<file path="src/rtl/i2c_req_arbiter.sv">
`default_nettype none
// ============================================================================
//  Module      : i2c_req_arbiter
//  Description : Round-robin arbiter that shares one byte-register I2C master
//                between NUM_REQ requesters, with a watchdog on hung transfers.
//  Revision    : 1.0 - initial release
// ============================================================================
module i2c_req_arbiter #(
    parameter int NUM_REQ     = 3,
    parameter int TIMEOUT_CYC = 120000,
    parameter int TO_W        = 17
) (
    input  logic                   clk_i,
    input  logic                   rst_n,
    input  logic [NUM_REQ-1:0]     req_i,
    input  logic [NUM_REQ-1:0]     req_rw_i,
    input  logic [7*NUM_REQ-1:0]   req_dev_i,
    input  logic [8*NUM_REQ-1:0]   req_reg_i,
    input  logic [8*NUM_REQ-1:0]   req_wdata_i,
    output logic [NUM_REQ-1:0]     gnt_o,
    output logic [NUM_REQ-1:0]     done_o,
    output logic                   err_o,
    output logic [7:0]             rdata_o,
    output logic                   busy_o,
    output logic                   m_start_o,
    output logic                   m_rw_o,
    output logic [6:0]             m_dev_o,
    output logic [7:0]             m_reg_o,
    output logic [7:0]             m_wdata_o,
    input  logic                   m_busy_i,
    input  logic                   m_done_i,
    input  logic                   m_nack_i,
    input  logic [7:0]             m_rdata_i
);

    localparam int IW = $clog2(NUM_REQ);
    localparam int SW = IW + 1;

    typedef enum logic [1:0] {
        S_IDLE  = 2'd0,
        S_ISSUE = 2'd1,
        S_WAIT  = 2'd2,
        S_RESP  = 2'd3
    } state_t;

    state_t              r_state;
    state_t              w_state_nxt;
    logic [IW-1:0]       r_ptr;
    logic [IW-1:0]       r_gidx;
    logic [NUM_REQ-1:0]  r_gnt;
    logic                r_err;
    logic [7:0]          r_rdata;
    logic                r_m_rw;
    logic [6:0]          r_m_dev;
    logic [7:0]          r_m_reg;
    logic [7:0]          r_m_wdata;
    logic [TO_W-1:0]     r_cnt;

    logic [IW-1:0]       w_win;
    logic                w_any;
    logic [SW-1:0]       w_sum;
    logic                w_timeout;
    logic [IW-1:0]       w_ptr_nxt;

    // Scan from the highest offset down so the requester closest to r_ptr wins.
    always_comb begin
        w_win = r_ptr;
        w_any = 1'b0;
        w_sum = '0;
        for (int i = NUM_REQ - 1; i >= 0; i--) begin
            w_sum = {1'b0, r_ptr} + SW'(i);
            if (w_sum >= SW'(NUM_REQ)) begin
                w_sum = w_sum - SW'(NUM_REQ);
            end
            if (req_i[w_sum[IW-1:0]]) begin
                w_win = w_sum[IW-1:0];
                w_any = 1'b1;
            end
        end
    end

    assign w_timeout = (r_cnt == TO_W'(TIMEOUT_CYC - 1));
    assign w_ptr_nxt = (r_gidx == IW'(NUM_REQ - 1)) ? '0 : r_gidx + IW'(1);

    always_ff @(posedge clk_i) begin
        if (!rst_n) begin
            r_state <= S_IDLE;
        end else begin
            r_state <= w_state_nxt;
        end
    end

    always_comb begin
        w_state_nxt = r_state;
        case (r_state)
            S_IDLE:  if (w_any && !m_busy_i) w_state_nxt = S_ISSUE;
            S_ISSUE: w_state_nxt = S_WAIT;
            S_WAIT:  if (m_done_i || w_timeout) w_state_nxt = S_RESP;
            S_RESP:  w_state_nxt = S_IDLE;
            default: w_state_nxt = S_IDLE;
        endcase
    end

    always_ff @(posedge clk_i) begin
        if (!rst_n) begin
            r_ptr     <= '0;
            r_gidx    <= '0;
            r_gnt     <= '0;
            r_err     <= 1'b0;
            r_rdata   <= '0;
            r_m_rw    <= 1'b0;
            r_m_dev   <= '0;
            r_m_reg   <= '0;
            r_m_wdata <= '0;
            r_cnt     <= '0;
        end else begin
            case (r_state)
                S_IDLE: begin
                    if (w_any && !m_busy_i) begin
                        r_gidx    <= w_win;
                        r_gnt     <= NUM_REQ'(1) << w_win;
                        r_m_rw    <= req_rw_i[w_win];
                        r_m_dev   <= req_dev_i[7*w_win +: 7];
                        r_m_reg   <= req_reg_i[8*w_win +: 8];
                        r_m_wdata <= req_wdata_i[8*w_win +: 8];
                    end
                end
                S_ISSUE: begin
                    r_cnt <= '0;
                end
                S_WAIT: begin
                    // A completion in the same cycle as the watchdog expiry takes priority.
                    if (m_done_i) begin
                        r_rdata <= r_m_rw ? m_rdata_i : 8'h00;
                        r_err   <= m_nack_i;
                    end else if (w_timeout) begin
                        r_rdata <= 8'h00;
                        r_err   <= 1'b1;
                    end else if (r_cnt != {TO_W{1'b1}}) begin
                        r_cnt <= r_cnt + TO_W'(1);
                    end
                end
                S_RESP: begin
                    r_gnt <= '0;
                    r_ptr <= w_ptr_nxt;
                end
                default: begin
                    r_gnt <= '0;
                end
            endcase
        end
    end

    assign gnt_o     = r_gnt;
    assign done_o    = (r_state == S_RESP) ? r_gnt : '0;
    assign err_o     = (r_state == S_RESP) && r_err;
    assign rdata_o   = r_rdata;
    assign busy_o    = (r_state != S_IDLE);
    assign m_start_o = (r_state == S_ISSUE);
    assign m_rw_o    = r_m_rw;
    assign m_dev_o   = r_m_dev;
    assign m_reg_o   = r_m_reg;
    assign m_wdata_o = r_m_wdata;

endmodule
`default_nettype wire

</file>
<file path="config.mk">
export PLATFORM = sky130hd
export DESIGN_NAME = i2c_req_arbiter
export DESIGN_NICKNAME = d
export VERILOG_FILES = /design/src/rtl/i2c_req_arbiter.sv
export SDC_FILE = /design/constraint.sdc
export NUM_CORES = 1
export LEC_CHECK = 0
export ABC_CLOCK_PERIOD_IN_PS = 2800
export CAP_MARGIN = 20
export CORE_MARGIN = 8
export CORE_UTILIZATION = 44
export CTS_CLUSTER_SIZE = 12
export DETAILED_ROUTE_END_ITERATION = 7
export PLACE_DENSITY = 0.88
export SKIP_LAST_GASP = 1
export SLEW_MARGIN = 20
export SYNTH_ARGS = -nofsm -noshare
export SYNTH_HDL_FRONTEND = slang
export SYNTH_SLANG_ARGS = --single-unit
</file>
<file path="constraint.sdc">
create_clock -name clk_i -period 2.8 [get_ports clk_i]
set_input_delay 0.42 -clock clk_i [delete_from_list [all_inputs] [get_ports clk_i]]
set_output_delay 0.42 -clock clk_i [all_outputs]
set_load 0.005 [all_outputs]
</file>
==> results.ini, run 1 <==
[yosys]
synth_top_area_share_pct = 35.3
syn_area_per_cell_sq_um = 8.61
synth_enable_flop_cells = 0
synth_top_cells_by_area = dfxtp_1, a21oi_1, a221o_1
syn-num-nets = 487
yosysSeqAreaShare_pct = 35.3
ys_ff_latch = 59
yosysTopAreaCell = dfxtp_1
async_flop_share_pct = 0
ys.flop_type = dfxtp_1
synth.distinct_cells = 59
synth_warnings = 0
synthCells = 389
syn_area_sq_um = 3350

[detailed_routing]
vias_per_cell = 5.68
detail_route.wl_per_cell_um = 17.9
drt_first_iter_violations = 247
postRouteAntennaNets = 0
drc = 0
drt_first_pass_iters = 4
wl_mm = 11.1
via_count = 3529

[clocking]
post_cts_resize_count = 0
cts_setup_buffers = 0
cts_max_path_buffers = 2
cts_hold_buf = 0
cts_buffers = 9
h-tree-depth = 3
cts_tree = built
clkTransAtPathRegs_ns = 0.07
clkSinkCount = 59
insertion_delay_ns = 0.33
clock-root-buffer = clkbuf_8

[placement]
place_hpwl_mm = 8.26
place.gp.congestion = 0.905
portBuffers = 128

[setup_path]
crit_path_top_delay_cell = a2111oi_0
reg2reg_depth = 10
path_class = flip-flop to flip-flop
reg2reg_slack_ns = 0.21
endpoint = r_cnt[15]
startpoint_type = flip-flop
max_stage_delay_ns = 0.54
critPathArrivalTime_ns = 2.79
worstPathMaxFanout = 6
rr_endpoint = r_cnt[15]
worstSetupStartpoint = r_cnt[6]
cp-end-kind = flip-flop
r2r-start = r_cnt[6]
cp.required_ns = 3.00
crit_chain = and4_1, and4_1, nand3_1, nor2_1, ha_1, nor3b_1, o21ai_1, a2111oi_0, xnor2_1, nor2_1

[die]
fp.dieW_um = 103
coreArea_sq_um = 7570
die_h_um = 103
start_util_pct = 44.2
ioPinCount = 129
rows = 32
dieArea_sq_um = 10700

[sta]
hold_viol_final = 0
worst_pin_slew_ns = 0.599
rsz0062_at_grt = no
hold_slack_ns = 0.451
timing.setup.tns_ns = 0
setup-violations-final = 0
fin_skew_ns = 0.0116
fmax_mhz = 387
slew_viol_final = 0
period_minus_slack_ns = 2.59
post-route-period-util_pct = 92.3
max_slew_margin_pct = 59.7

[finish]
fin_nets = 612
drive_gt1_share_pct = 9.25
syn2layout_area_growth_pct = 48.6
n_antenna_cell = 0
fill_cells = 579

[worst_hold_path]
hold_class = flip-flop to flip-flop
min_from = r_err

[global_routing]
grt_max_degree = 27
antenna_found_initial = 0
grt.met3_usage_pct = 11.3
grt_pass1_wl_mm = 18.1
grt_use_met1_pct = 22.4
grt_most_used_layer = met2
grtUsageMet2_pct = 37.3
gr-total-overflow = 0
first_global_vias = 3809
grtUsageTotal_pct = 21.6

[outcome]
outcome = finished, final reports clean

[job]
cap_violations = 0

[power]
vdd_ir_drop_max_mv = 0.304
power_density_nw_per_um2 = 623
leakage_nw = 1.78

[layer usage]
metal	vias up	part of all wire, %	wire length (um)
met4	0	1.3	145
li1	1694	-	-
met1	1674	38	4190
met3	14	10	1140
met5	-	0	0
met2	147	51	5660
[worst min-delay path by stage]
stage	endpoint	slack [ns]	depth (start not counted)
global placement	r_err	0.43	2
global route	r_err	0.49	2
finish	r_err	0.45	2
detailed placement	r_err	0.44	2
CTS	r_err	0.45	2
floorplan	r_err	0.42	2
[Yosys cell counts, drive strengths merged (3+ instances only)]
library cell / count
dfxtp: 59
a21oi: 45
nand3: 33
o21ai: 25
nand2: 23
nor2: 23
a221o: 22
clkbuf: 20
nand4: 14
inv: 11
ha: 10
xnor2: 10
buf: 9
and2: 8
mux2i: 8
nand2b: 7
a211oi: 5
nor2b: 5
a2111oi: 4
nand4b: 4
xor2: 4
and4: 3
mux2: 3
o21a: 3
[state kept, by name (all words and copies together), names as in the netlist]
register and cells:
r_ptr 2, m_rw_o 1, gnt_o 3, r_gidx 2, m_dev_o 7, m_reg_o 8
r_err 1, r_state 2, r_cnt 17, rdata_o 8, m_wdata_o 8
[cell families (layout without fill, tap and decap cells)]
group | Yosys count | count (layout) | share of synthesized area [%]
and+or+nand+nor | 132 | 132 | 21.7
adders and majority gates | 10 | 10 | 3.74
DFF | 59 | 59 | 35.3
AOI/OAI and AO/OA | 122 | 122 | 25.9
buffers and inverters | 41 | 171 | 5.64
xor gates and xnor gates | 14 | 14 | 3.66
muxes | 11 | 11 | 4.15
[power by group]
group	internal, mW	switching [mW]
Combinational	0.613	0.617
Clock	0.459	0.350
Sequential	0.966	0.0978
[cell type report]
type                       instances  area, sq um  share of cell area, %
multi-input combinational        289         1990                   39.9
timing repair buffer             143         1430                   28.8
sequential                        59         1180                   23.7
inverter                          12         45.0                  0.905
tap                              102          128                   2.56
clock buffer                      12          155                   3.12
clock inverter                     4         48.8                  0.981
[critical path: cells and delay by family (launching register included)]
family | cells | cell delay, ns
and+or+nand+nor | 6 | 0.99
AOI/OAI and AO/OA | 2 | 0.73
DFF | 1 | 0.37
adders and majority gates | 1 | 0.19
xor gates and xnor gates | 1 | 0.18
[cells in the final DEF (no fill, tap or decap), types with 3 or more instances in the layout]
cell	synthesis	layout
and4_1	3	3
nand2b_1	7	7
nand4b_1	4	4
a211oi_1	5	5
buf_12	0	3
o21a_1	3	3
o21ai_0	24	24
ha_1	10	10
clkdlybuf4s50_1	0	128
nor2b_1	4	4
xnor2_1	10	10
nand4_1	13	13
nor2_1	22	22
mux2_2	3	3
a21oi_1	44	44
inv_1	10	10
nand2_1	23	23
and2_1	8	8
a221o_1	22	22
clkbuf_8	0	11
dfxtp_1	59	59
mux2i_1	6	6
nand3_1	33	33
xor2_1	4	4
buf_4	0	12
[metrics by stage]
step	util [%]	instance area, sq um	cells	setup WS, ns	power (mW)
after floorplan	-	3350	389	0.281	1.71
after global placement	63.0	4770	605	0.141	2.26
after detailed placement	63.0	4770	605	0.0781	2.29
after CTS	65.7	4970	621	0.180	3.11
after global routing	65.8	4980	621	0.0470	3.29
final	65.8	4980	621	0.215	3.10
No activity file was read; power rests on OpenSTA's default activity.
==> run 2: changes to the inputs <==
ABC_CLOCK_PERIOD_IN_PS = 2700   (was 2800)
clock period = 2.7 ns   (was 2.8 ns; I/O delays follow)
==> run 2 against run 1 <==
Routed wire length increased by 0.76%. Clock skew is 0.00088 ns lower. Register-to-register slack got worse by 0.03 ns. Cell count up 1.3%. Combinational power increased by 9.8%. Core utilization is 1.3 points higher. Global-route usage increased by 0.094 points. Sequential share of layout area is 0.46 points lower. Clock power up 2%. Critical path type unchanged. Largest power group unchanged.
==> results.ini, run 2 (same netlist as run 1, synthesis figures left out) <==
[setup_path]
cp.required_ns = 2.94  ; was 3.00 ns
path_class = flip-flop to flip-flop  ; unchanged
crit_chain = buf_4, ha_2, mux2_2, mux2i_4, buf_4, o211a_1, nor3_4, and3_4, a221o_1  ; was and4_1, and4_1, nand3_1, nor2_1, ha_1, nor3b_1, o21ai_1, a2111oi_0, xnor2_1, nor2_1
max_stage_delay_ns = 0.39  ; was 0.54 ns
startpoint_type = flip-flop  ; unchanged
critPathArrivalTime_ns = 2.75  ; was 2.79 ns
cp-end-kind = flip-flop  ; unchanged
crit_path_top_delay_cell = mux2_2  ; was a2111oi_0
worstPathMaxFanout = 22  ; was 6
crit_top_cell = buf_4

[clocking]
insertion_delay_ns = 0.35  ; was 0.33 ns
clkSinkCount = 59  ; unchanged
cts_setup_buffers = 0  ; unchanged
cts_buffers = 9  ; unchanged
cts_max_path_buffers = 2  ; unchanged
clkTransAtPathRegs_ns = 0.07  ; about the same
cts_tree = built  ; unchanged
h-tree-depth = 3  ; unchanged
clock-root-buffer = clkbuf_8  ; unchanged

[placement]
place_hpwl_mm = 8.28  ; was 8.26 mm
place_ws_ns = -0.0569  ; was 0.0781 ns
dpl_cell_area_sq_um = 4860  ; was 4770 sq um
place.gp.congestion = 0.875  ; was 0.905
portBuffers = 128  ; unchanged
dp.cells = 613  ; was 605

[sta]
slew_viol_final = 0  ; unchanged
hold_viol_final = 0  ; unchanged
worst_slack_ns = 0.186  ; was 0.215 ns
period_minus_slack_ns = 2.51  ; was 2.59 ns
worst_pin_slew_ns = 0.523  ; was 0.599 ns
max_slew_margin_pct = 65.1  ; was 59.7%
fmax_mhz = 398  ; was 387 MHz
post-route-period-util_pct = 93.1  ; was 92.3%
timing.setup.tns_ns = 0  ; unchanged
fin_skew_ns = 0.0107  ; was 0.0116 ns
setup-violations-final = 0  ; unchanged
hold_slack_ns = 0.448  ; was 0.451 ns

[die]
die_h_um = 103  ; unchanged
fp.dieW_um = 103  ; unchanged
coreArea_sq_um = 7570  ; unchanged
dieArea_sq_um = 10700  ; unchanged
start_util_pct = 44.2  ; unchanged
ioPinCount = 129  ; unchanged
rows = 32  ; unchanged

[finish]
layout_commonest_cell = clkdlybuf4s50_1  ; unchanged
fin_area_sq_um = 5070  ; was 4980 sq um
n_antenna_cell = 0  ; unchanged
drive_gt1_share_pct = 11.6  ; was 9.25%
fill_cells = 558  ; was 579
layout_common_cells = clkdlybuf4s50_1, dfxtp_1, a21oi_1, nand3_1, o21ai_0  ; unchanged
fin_cells = 629  ; was 621
fin_nets = 620  ; was 612
fin_util_pct = 67.1  ; was 65.8%
seq_area_sq_um = 1180  ; unchanged
syn2layout_area_growth_pct = 51.6  ; was 48.6%
multi_input_area_sq_um = 2000  ; was 1990 sq um
largest_register_ffs = 17  ; unchanged
top_register = r_cnt  ; unchanged

[detailed_routing]
drc = 0  ; unchanged
via_count = 3605  ; was 3529
vias_per_cell = 5.73  ; was 5.68
wl_met3_mm = 1.31  ; was 1.14 mm
drt_first_pass_iters = 4  ; unchanged
detail_route.wl_per_cell_um = 17.8  ; was 17.9 um
postRouteAntennaNets = 0  ; unchanged
wl_met2_mm = 5.75  ; was 5.66 mm
drt_first_iter_violations = 244  ; was 247
wl_mm = 11.2  ; was 11.1 mm
top_layer = met4  ; unchanged
met1_length_mm = 3.91  ; was 4.19 mm

[job]
cap_violations = 0  ; unchanged

[worst_hold_path]
hold_class = flip-flop to flip-flop  ; unchanged

[global_routing]
gr-total-overflow = 0  ; unchanged
antenna_found_initial = 0  ; unchanged
grt_max_degree = 27  ; unchanged
first_global_vias = 3899  ; was 3809
grt_pass1_wl_mm = 18.2  ; was 18.1 mm
grtUsageTotal_pct = 21.7  ; was 21.6%

[power]
finalPower_mw = 3.27  ; was 3.10 mW
power_density_nw_per_um2 = 645  ; was 623 nW/um^2
leakage_nw = 1.82  ; was 1.78 nW
vdd_ir_drop_max_mv = 0.382  ; was 0.304 mV

[outcome]
outcome = finished, final reports clean  ; unchanged

==> run 2: changes by cell type in the layout (fill, tap and decap cells not counted), sizes merged <==
cell,change
clkinv,-1
buf,+8
clkinvlp,+2
inv,+1
clkbuf,-2
==> run 2: worst paths after layout <==
check / start / to / slack, ns / cells after the start
max: r_ptr[0] / m_dev_o[1] / 0.19 / 9
min: r_err / r_err / 0.45 / 2
max reg2reg: r_ptr[0] / m_dev_o[1] / 0.19 / 9
min reg2reg: r_err / r_err / 0.45 / 2
==> run 2: cell type report <==
type                       count  area share [%]
clock inverter                 6            1.26
clock buffer                  10            2.71
inverter                      12           0.888
tap                          102            2.51
sequential                    59            23.3
timing repair buffer         151            29.9
multi-input combinational    289            39.5
==> run 2: per-layer routing <==
metal  global-route usage (%)  vias to the layer above
li1                         -                     1717
met1                     21.3                     1705
met2                     37.9                      160
met3                     11.1                       23
met4                     8.79                        0
met5                        0                        -
==> run 2: where the power goes <==
part	total [mW]	switching, mW	leakage (nW)	internal, mW
combinational	1.35	0.663	1.24	0.684
clock	0.826	0.376	0.0987	0.450
sequential	1.10	0.0962	0.479	1.00
total	3.27	1.14	1.82	2.14
==> run 2: worst max-delay path: cells and delay by family, from the launching register on <==
kind | cells | cell delay, ns
AOI/OAI and AO/OA | 2 | 0.60
DFF | 1 | 0.33
buffers and inverters | 2 | 0.31
and+or+nand+nor | 2 | 0.31
muxes | 2 | 0.59
adders and majority gates | 1 | 0.26
==> run 2: timing repair <==
action / 4_1_cts / 5_1_grt
setup endpoints to repair: 1 / 23
hold buffers: 0 / 0
gates resized for setup: 1 / 5
==> run 3: changes to the inputs <==
ABC_AREA = 1   (was unset)
CORE_MARGIN = 2   (was 8)
CORE_UTILIZATION = 56   (was 44)
DONT_BUFFER_PORTS = 1   (was unset)
PLACE_DENSITY = 0.79   (was 0.88)
==> run 3 against run 2 <==
Non-clock buffer count down 146. Critical endpoint is now m_dev_o[5]. Largest power group unchanged. Die area down 30%. Critical path type unchanged. Critical path depth up 3. Area after synthesis up 13%.
==> results.ini, run 3 <==
[outcome]
outcome = finished, final reports clean  ; unchanged

[placement]
dpl_cell_area_sq_um = 3780  ; was 4860 sq um
place_hpwl_mm = 6.84  ; was 8.28 mm
place.gp.congestion = 0.872  ; was 0.875
portBuffers = 0  ; was 128

[yosys]
synth_enable_flop_cells = 0  ; unchanged
synth.distinct_cells = 33  ; was 59
syn_area_per_cell_sq_um = 6.14  ; was 8.61 sq um
yosysMostFrequentCell = nand2_1  ; was dfxtp_1
async_flop_share_pct = 0  ; unchanged
synth_top_cells_by_area = dfxtp_1, nand3_1, nand2_1  ; was dfxtp_1, a21oi_1, a221o_1
syn_area_sq_um = 3780  ; was 3350 sq um
yosysTopAreaCell = dfxtp_1  ; unchanged
syn-num-nets = 713  ; was 487
synth_warnings = 0  ; unchanged
ys.flop_type = dfxtp_1  ; unchanged
synth_common_cells = nand2_1, nand3_1, inv_1  ; was dfxtp_1, a21oi_1, nand3_1
synthCells = 615  ; was 389
yosysSeqAreaShare_pct = 31.3  ; was 35.3%
ys_ff_latch = 59  ; unchanged
synth_top_area_share_pct = 31.3  ; was 35.3%

[sta]
period_minus_slack_ns = 2.26  ; was 2.51 ns
worst_pin_slew_ns = 0.896  ; was 0.523 ns
fin_skew_ns = 0.00632  ; was 0.0107 ns
post-route-period-util_pct = 83.7  ; was 93.1%
setup-violations-final = 0  ; unchanged
timing.setup.tns_ns = 0  ; unchanged
max_slew_margin_pct = 40.2  ; was 65.1%
hold_viol_final = 0  ; unchanged
fmax_mhz = 442  ; was 398 MHz
rsz0062_at_grt = no
slew_viol_final = 0  ; unchanged

[power]
power_density_nw_per_um2 = 832  ; was 645 nW/um^2
finalPower_mw = 3.33  ; was 3.27 mW
vdd_ir_drop_max_mv = 0.476  ; was 0.382 mV
leakage_nw = 1.91  ; was 1.82 nW

[clocking]
cts_max_path_buffers = 2  ; unchanged
cts_hold_buf = 0  ; unchanged
clock-root-buffer = clkbuf_8  ; unchanged
clkTransAtPathRegs_ns = 0.07  ; about the same
clkSinkCount = 59  ; unchanged
cts_tree = built  ; unchanged
insertion_delay_ns = 0.33  ; was 0.35 ns
cts_setup_buffers = 0  ; unchanged
post_cts_resize_count = 0  ; was 1
cts_buffers = 9  ; unchanged
h-tree-depth = 3  ; unchanged

[detailed_routing]
drc = 0  ; unchanged
vias_per_cell = 5.61  ; was 5.73
met1_length_mm = 4.10  ; was 3.91 mm
detail_route.wl_per_cell_um = 14.1  ; was 17.8 um
wl_met2_mm = 4.65  ; was 5.75 mm
drt_first_pass_iters = 5  ; was 4
postRouteAntennaNets = 0  ; unchanged
via_count = 3843  ; was 3605
drt_first_iter_violations = 226  ; was 244
wl_met3_um = 749  ; was 1.31 mm
top_layer = met4  ; unchanged
wl_mm = 9.69  ; was 11.2 mm

[setup_path]
critPathArrivalTime_ns = 2.53  ; was 2.75 ns
cp-end-kind = flip-flop  ; unchanged
max_stage_delay_ns = 0.41  ; was 0.39 ns
worstPathMaxFanout = 25  ; was 22
cp.required_ns = 2.97  ; was 2.94 ns
crit_path_top_delay_cell = nand2_2  ; was mux2_2
crit_chain = inv_1, ha_1, inv_2, nand2_1, nand3_1, nand2_1, nand3_1, nand2_2, nand3_1, nand2_1, inv_1, a21oi_1  ; was buf_4, ha_2, mux2_2, mux2i_4, buf_4, o211a_1, nor3_4, and3_4, a221o_1
startpoint_type = flip-flop  ; unchanged
path_class = flip-flop to flip-flop  ; unchanged

[finish]
fill_cells = 623  ; was 558
layout_commonest_cell = nand2_1  ; was clkdlybuf4s50_1
fin_nets = 701  ; was 620
n_antenna_cell = 0  ; unchanged
drive_gt1_share_pct = 5.92  ; was 11.6%
fin_area_sq_um = 4000  ; was 5070 sq um
fin_util_pct = 62.3  ; was 67.1%
top_register = r_cnt  ; unchanged
syn2layout_area_growth_pct = 5.96  ; was 51.6%
layout_common_cells = nand2_1, nand3_1, inv_1, dfxtp_1, a21oi_1  ; was clkdlybuf4s50_1, dfxtp_1, a21oi_1, nand3_1, o21ai_0
largest_register_ffs = 17  ; unchanged

[global_routing]
grtUsageTotal_pct = 27.0  ; was 21.7%
first_global_vias = 3624  ; was 3899
grt_max_degree = 52  ; was 27
gr-total-overflow = 0  ; unchanged
antenna_found_initial = 0  ; unchanged
grt_pass1_wl_mm = 16.2  ; was 18.2 mm

[worst_hold_path]
hold_class = primary input to flip-flop  ; was flip-flop to flip-flop

[die]
start_util_pct = 58.8  ; was 44.2%
fp.dieW_um = 86.1  ; was 103 um
coreArea_sq_um = 6420  ; was 7570 sq um
rows = 29  ; was 32
ioPinCount = 129  ; unchanged
dieArea_sq_um = 7420  ; was 10700 sq um
die_h_um = 86.1  ; was 103 um

[job]
cap_violations = 0  ; unchanged

-- run 3: cell types whose count changed after synthesis, sizes merged, moves of 9 or more --
| cell | before | now |
|---|---|---|
| nor2 | 23 | 32 |
| clkbuf | 20 | 8 |
| buf | 9 | 20 |
| inv | 11 | 110 |
| a221o | 22 | 0 |
| nand2 | 23 | 147 |
| a21oi | 45 | 58 |
| nand4 | 14 | 5 |
| nor3 | 1 | 10 |
| nand3 | 33 | 108 |
| xnor2 | 10 | 1 |
-- run 3: stage by stage --
| stage | cells | setup WS, ns | hold WS, ns |
|---|---|---|---|
| 6_report | 685 | 0.439 | 0.198 |
| 3_5_place_dp | 669 | 0.458 | 0.478 |
| 2_1_floorplan | 615 | 0.814 | 0.456 |
| 4_1_cts | 685 | 0.454 | 0.183 |
| 3_3_place_gp | 669 | 0.552 | 0.476 |
| 5_1_grt | 685 | 0.162 | 0.200 |
-- run 3: final cells by class --
cell class                      count  area, sq um  area share [%]
Inverter                          112          422            10.5
Timing Repair Buffer                5         50.0            1.25
Clock buffer                       12          155            3.88
Sequential cell                    59         1180            29.5
Clock inverter                      4         72.6            1.81
Multi-Input combinational cell    416         2030            50.6
Tap cell                           77         96.3            2.41
-- run 3: kinds of logic after synthesis --
group / Yosys count / share of synthesized area (%)
flip-flops: 59 / 31.3
adder cells (fa/ha/maj): 10 / 3.31
AO/OA/AOI/OAI: 92 / 12.5
XOR/XNOR: 10 / 2.32
buffers and inverters: 140 / 15.1
AND/OR/NAND/NOR: 304 / 35.5
-- run 3: routing by layer --
layer  vias to the layer above  global-route usage [%]
met5                         -                       0
met4                         0                    11.3
met3                        20                    6.35
met2                       165                    44.2
met1                      1734                    34.1
li1                       1924                       -
-- run 3: critical path, delay by kind of cell (launching register included) --
family | cells | cell delay, ns
flops | 1 | 0.40
buf+inv | 3 | 0.22
simple gates | 7 | 1.05
fa+ha+maj | 1 | 0.37
compound gates | 1 | 0.13
-- run 3: report_power, final --
part	switching (mW)	internal [mW]	total (mW)
Clock	0.355	0.569	0.925
Combinational	0.864	0.380	1.24
Sequential	0.132	1.03	1.16
-- run 3: worst paths after layout --
| kind | from | endpoint | slack (ns) | cells past startpoint |
|---|---|---|---|---|
| setup / recovery | r_ptr[0] | m_dev_o[5] | 0.44 | 12 |
| hold / removal | rst_n | r_state[1] | 0.20 | 2 |
| setup reg to reg | r_ptr[0] | m_dev_o[5] | 0.44 | 12 |
| hold reg to reg | rdata_o[5] | rdata_o[5] | 0.49 | 2 |
